`src/rtl/rgb_pkg.sv`:
```
// Shared types and defaults for the RGB PWM driver and its colour channels.
package rgb_pkg;

    localparam int RES_DEFAULT = 8;

    typedef struct packed {
        logic [RES_DEFAULT-1:0] r;
        logic [RES_DEFAULT-1:0] g;
        logic [RES_DEFAULT-1:0] b;
    } rgb_t;

    typedef enum logic {
        IDLE = 1'b0,
        RUN  = 1'b1
    } pwm_state_t;

endpackage

```
`src/rtl/pwm_channel.sv`:
```
// One PWM colour channel: active duty register, registered compare and duty stepper.
// With RGB_FADE_EN defined the active duty walks toward its target by FADE_STEP per commit.
module pwm_channel #(
    parameter int RES       = 8,
    parameter int FADE_STEP = 1
) (
    input  logic           clk,
    input  logic           reset,
    input  logic           run,
    input  logic [RES-1:0] phase,
    input  logic           commit,
    input  logic [RES-1:0] target,
    output logic           settled,
    output logic           pwm
);

    logic [RES-1:0] active_d;
    logic [RES-1:0] active_q;
    logic [RES-1:0] next_s;
    logic           pwm_d;
    logic           pwm_q;

`ifdef RGB_FADE_EN
    localparam logic [RES-1:0] STEP = RES'(FADE_STEP);

    // Step toward the target, landing exactly on it instead of overshooting.
    always_comb begin
        next_s = active_q;
        if (target > active_q) begin
            if ((target - active_q) > STEP) begin
                next_s = active_q + STEP;
            end else begin
                next_s = target;
            end
        end else if (target < active_q) begin
            if ((active_q - target) > STEP) begin
                next_s = active_q - STEP;
            end else begin
                next_s = target;
            end
        end else begin
            next_s = target;
        end
    end
`else
    logic unused_fade_s;
    assign unused_fade_s = (FADE_STEP != 32'sd0);
    assign next_s        = target;
`endif

    assign settled = (next_s == target);
    assign pwm     = pwm_q;

    // Active duty update at commit and PWM compare against the current phase.
    always_comb begin
        active_d = active_q;
        if (commit) begin
            active_d = next_s;
        end else begin
            active_d = active_q;
        end
        pwm_d = run && (phase < active_q);
    end

    // Channel state registers.
    always_ff @(posedge clk or negedge reset) begin
        if (!reset) begin
            active_q <= {RES{1'b0}};
            pwm_q    <= 1'b0;
        end else begin
            active_q <= active_d;
            pwm_q    <= pwm_d;
        end
    end

endmodule

```
`src/rtl/rgb_pwm_driver.sv`:
```
// Three-channel PWM driver stepped by an external tick; new colours commit only at period wrap.
// Optional RGB_FADE_EN makes each commit a gradual fade of FADE_STEP per period.
module rgb_pwm_driver
    import rgb_pkg::*;
#(
    parameter int RES       = RES_DEFAULT,
    parameter int FADE_STEP = 1
) (
    input  logic           clk,
    input  logic           reset,
    input  logic           tick,
    input  logic           enable,
    input  logic           duty_valid,
    output logic           duty_ready,
    input  logic [RES-1:0] duty_r,
    input  logic [RES-1:0] duty_g,
    input  logic [RES-1:0] duty_b,
    output logic           pwm_r,
    output logic           pwm_g,
    output logic           pwm_b,
    output logic           period_start
);

    localparam logic [RES-1:0] MAXP      = {{(RES-1){1'b1}}, 1'b0};
    localparam logic [RES-1:0] PHASE_ONE = {{(RES-1){1'b0}}, 1'b1};

    pwm_state_t     state_d, state_q;
    logic [RES-1:0] phase_d, phase_q;
    logic [RES-1:0] pend_r_d, pend_r_q;
    logic [RES-1:0] pend_g_d, pend_g_q;
    logic [RES-1:0] pend_b_d, pend_b_q;
    logic           pend_full_d, pend_full_q;
    logic           period_start_d, period_start_q;
    logic           step_s;
    logic           boundary_s;
    logic           commit_s;
    logic           capture_s;
    logic           run_s;
    logic [2:0]     settled_s;

    // Run/stop FSM and phase counter; a falling enable wins over a coincident tick.
    always_comb begin
        state_d = state_q;
        phase_d = phase_q;
        step_s  = 1'b0;
        case (state_q)
            IDLE: begin
                phase_d = {RES{1'b0}};
                if (enable) begin
                    state_d = RUN;
                end else begin
                    state_d = IDLE;
                end
            end
            RUN: begin
                if (!enable) begin
                    state_d = IDLE;
                    phase_d = {RES{1'b0}};
                end else if (tick) begin
                    step_s  = 1'b1;
                    phase_d = (phase_q == MAXP) ? {RES{1'b0}} : (phase_q + PHASE_ONE);
                end else begin
                    state_d = RUN;
                end
            end
            default: begin
                state_d = IDLE;
                phase_d = {RES{1'b0}};
            end
        endcase
    end

    assign run_s          = (state_q == RUN);
    assign boundary_s     = step_s && (phase_q == MAXP);
    assign period_start_d = boundary_s;
    assign capture_s      = duty_valid && !pend_full_q;
    assign commit_s       = boundary_s && pend_full_q;

    // Pending colour register; a capture on a boundary edge waits for the next boundary.
    always_comb begin
        pend_r_d    = pend_r_q;
        pend_g_d    = pend_g_q;
        pend_b_d    = pend_b_q;
        pend_full_d = pend_full_q;
        if (capture_s) begin
            pend_r_d    = duty_r;
            pend_g_d    = duty_g;
            pend_b_d    = duty_b;
            pend_full_d = 1'b1;
        end else if (commit_s && (&settled_s)) begin
            pend_full_d = 1'b0;
        end else begin
            pend_full_d = pend_full_q;
        end
    end

    // Control state registers.
    always_ff @(posedge clk or negedge reset) begin
        if (!reset) begin
            state_q        <= IDLE;
            phase_q        <= {RES{1'b0}};
            pend_r_q       <= {RES{1'b0}};
            pend_g_q       <= {RES{1'b0}};
            pend_b_q       <= {RES{1'b0}};
            pend_full_q    <= 1'b0;
            period_start_q <= 1'b0;
        end else begin
            state_q        <= state_d;
            phase_q        <= phase_d;
            pend_r_q       <= pend_r_d;
            pend_g_q       <= pend_g_d;
            pend_b_q       <= pend_b_d;
            pend_full_q    <= pend_full_d;
            period_start_q <= period_start_d;
        end
    end

    assign duty_ready   = !pend_full_q;
    assign period_start = period_start_q;

    pwm_channel #(.RES(RES), .FADE_STEP(FADE_STEP)) u_ch_r (
        .clk(clk), .reset(reset), .run(run_s), .phase(phase_q), .commit(commit_s),
        .target(pend_r_q), .settled(settled_s[0]), .pwm(pwm_r)
    );

    pwm_channel #(.RES(RES), .FADE_STEP(FADE_STEP)) u_ch_g (
        .clk(clk), .reset(reset), .run(run_s), .phase(phase_q), .commit(commit_s),
        .target(pend_g_q), .settled(settled_s[1]), .pwm(pwm_g)
    );

    pwm_channel #(.RES(RES), .FADE_STEP(FADE_STEP)) u_ch_b (
        .clk(clk), .reset(reset), .run(run_s), .phase(phase_q), .commit(commit_s),
        .target(pend_b_q), .settled(settled_s[2]), .pwm(pwm_b)
    );

endmodule

```
`config.mk`:
```
export PLATFORM = sky130hd
export DESIGN_NAME = rgb_pwm_driver
export DESIGN_NICKNAME = d
export VERILOG_FILES = /design/src/rtl/rgb_pkg.sv /design/src/rtl/pwm_channel.sv /design/src/rtl/rgb_pwm_driver.sv
export SDC_FILE = /design/constraint.sdc
export NUM_CORES = 1
export LEC_CHECK = 0
export CORE_MARGIN = 1
export CORE_UTILIZATION = 50
export DETAILED_ROUTE_END_ITERATION = 6
export GPL_ROUTABILITY_DRIVEN = 0
export PLACE_DENSITY = 0.8
export SLEW_MARGIN = 20
export SYNTH_ARGS = -nofsm -noshare
export SYNTH_HDL_FRONTEND = slang
export SYNTH_HIERARCHICAL = 1
export SYNTH_SLANG_ARGS = --single-unit
```
`constraint.sdc`:
```
create_clock -name clk -period 3.4 [get_ports clk]
set_input_delay 0.85 -clock clk [delete_from_list [all_inputs] [get_ports clk]]
set_output_delay 0.85 -clock clk [all_outputs]
set_load 0.01 [all_outputs]
```
==> results.yml <==
setup_path:
  crit_type: "primary input to flip-flop"
  path_delay_family: "buffers and inverters"
  ff2ff_path_depth: 6
  worstPathRequired_ps: 3630
  critPathCaptureType: "flip-flop"
  crit_path_top_delay_cell: "clkdlybuf4s50_1"
  r2r_slack_ps: 1160
  cp_max_fo: 45
  r2r_start: "phase_q[0]"
  max_stage_delay_ps: 580
  start_kind: "primary input"
  worstPathArrival_ps: 2640
  critical_path_buf_inv_count: 2
  path_cells: "clkdlybuf4s50_1 -> nand3_2 -> nor4_2 -> buf_4 -> mux2_2"
  regToRegEndpoint: "u_ch_b/active_q[0]"
cts:
  clk_latency_ps: 340
  postCtsResizedCells: 0
  h-tree-depth: 3
  clockBufferDepth: 2
  cts_num_sinks: 62
  post-cts-setup-buffers: 0
  ctsHoldBuffers: 0
  cts_buffers: 9
  cts_tree: "yes"
  path_clk_slew_ps: 60
  cts_root_buf: "clkbuf_8"
placement:
  dp_hpwl_um: 3820
  dp_slack_ps: 656
  postPlaceCellArea_um2: 3360
  port_buffers: 33
sta:
  finalCritPeriodShare_pct: 70.9
  tightest_slew_ps: 648
  whs_ps: 362
  setup_violations: 0
  slew_violations: 0
  maxSlewHeadroom_pct: 56.8
  rsz0062_at_grt: "false"
  skew_ps: 5.25
  tns_ps: 0
  fmax_mhz: 415
  fin_ws_ps: 991
  finalCriticalPeriod_ps: 2410
  hold_viol: 0
grt:
  grt_pass1_vias: 2083
  grt_overflow_total: 0
  grt.total_usage_pct: 20.7
  grt_max_degree: 53
  antenna_found_initial: 0
  grt_pass1_wl_um: 9560
logic_synthesis:
  ys_seq_area_share_pct: 52.2
  yosysWarnings: 6
  yosys_register_bits: 62
  synth_ff_type: "dfrtp_1"
  yosys-top-cells-area: "dfrtp_1 (52%), mux2_2 (10%), ha_1 (9.7%)"
  synthCells: 269
  syn_nets: 321
  synthDistinctLibCells: 35
  async_flop_share_pct: 100
  synth.top_cell.area_share_pct: 52.2
  syn_area_um2: 2970
  synth_edf_count: 0
  syn_area_per_cell_um2: 11.1
  yosys.area.top_type: "dfrtp_1"
die:
  die-area_um2: 6260
  coreArea_um2: 5610
  die_h_um: 79.1
  start_util_pct: 53.0
  die_x_um: 79.1
  ioPinCount: 34
  row_count: 27
detailed_routing:
  dr.pass1.iters: 4
  drt-initial-drc-count: 153
  route.detailed.drc: 0
  routedWlPerCell_um: 14.8
  via_per_inst: 5.37
  wl_um: 5680
  num_vias: 2062
  ant_nets: 0
final_layout:
  nFillCells: 488
  seqCellArea_um2: 1550
  layout.nets: 359
  layout-drive-gt1-share_pct: 17.6
  fin_area_um2: 3580
  diodes: 0
  multi_input_area_um2: 1270
  syn2layout_area_growth_pct: 20.2
outcome:
  status: "finished, final reports clean"
run:
  max-cap-violations: 0
pwr:
  peakVddDrop_mv: 0.302
  power_density_nw_per_um2: 446
  power_leakage_nw: 1.70
hold_path:
  hold_path.class: "primary input to async pin"
## worst reg2reg max path, cell delays in order, from the launching register on
cell and delay, ps:
dfrtp_1 500, inv_1 130, ha_1 180, nand3_1 240, nor4_2 290, buf_4 390
mux2_2 400
## Yosys cell counts, drive strengths merged (2+ instances only)
library cell	number
mux2	27
a21oi	3
a31oi	2
nand4	4
nand3	5
dfrtp	62
o21ai	35
nor2b	7
inv	26
buf	9
a211oi	7
ha	23
conb	3
nand2	32
nor2	8
a311oi	2
## how the worst max path moves through the flow
stage / start / to / slack (ps) / depth (start not counted)
4_1_cts: tick / u_ch_g/active_q[0] / 1010 / 5
3_5_place_dp: tick / u_ch_g/active_q[0] / 660 / 5
3_3_place_gp: tick / u_ch_r/active_q[0] / 690 / 5
6_report: tick / u_ch_b/active_q[0] / 990 / 5
2_1_floorplan: tick / u_ch_b/active_q[0] / 460 / 3
5_1_grt: tick / u_ch_r/active_q[0] / 880 / 5
## placed cells by master (no fill, tap or decap), types with 2 or more instances in the layout
cell type        count
a311oi_1             2
mux2_2              27
buf_4                3
clkdlybuf4s50_1     32
dfrtp_1             62
o21ai_0             32
nand3_1              4
a211oi_2             3
nand2_1             32
a21oi_1              3
clkinv_2             2
bufinv_16            2
nand4_1              3
clkbuf_8            10
clkbuf_1             2
a31oi_1              2
nor2b_1              6
nor2_1               8
inv_1               26
conb_1               3
a211oi_1             4
ha_1                23
o21ai_1              3
## layer usage
metal | vias up | part of all wire [%] | track usage (%)
li1 | 998 | - | -
met1 | 997 | 43 | 24.6
met2 | 57 | 50 | 33.5
met3 | 10 | 5.5 | 7.59
met4 | 0 | 1.5 | 8.91
met5 | - | 0 | 0
## power breakdown
group	leakage [nW]	internal, mW	switching (mW)
clock	0.110	0.431	0.275
sequential	0.703	0.774	0.0222
combinational	0.887	0.0587	0.0344
## cell families (layout without fill, tap and decap cells)
kind of cell | Yosys count | in the layout | synth area share [%]
AO/OA/AOI/OAI | 54 | 54 | 11.5
XOR/XNOR | 1 | 1 | 0.295
adder cells (fa/ha/maj) | 23 | 23 | 9.68
buffers and inverters | 35 | 78 | 5.30
flip-flops | 62 | 62 | 52.2
multiplexers | 27 | 27 | 10.2
other | 3 | 3 | 0.379
AND/OR/NAND/NOR | 64 | 64 | 10.5
## through the flow
stage	power (mW)	instances	utilization, %
after floorplan	0.841	269	-
after global placement	0.899	368	59.9
after detailed placement	0.904	368	59.9
after CTS	1.62	384	63.8
after global routing	1.66	384	63.8
final	1.60	384	63.8
## final cells by class
cell class	instances	share of cell area (%)
flip-flops and latches	62	43.4
multi-input cells	172	35.6
clock buffers	12	4.06
inverters	26	2.73
well taps	72	2.52
repair buffers	36	9.73
clock inverters	4	1.96
## state kept, by name, indices dropped and copies added (netlist names), 8 cells and up
name and flops:
pend_r_q 8, pend_g_q 8, u_ch_b/active_q 8, u_ch_r/active_q 8, pend_b_q 8, phase_q 8
u_ch_g/active_q 8
Power figures use the tool's default switching activity.
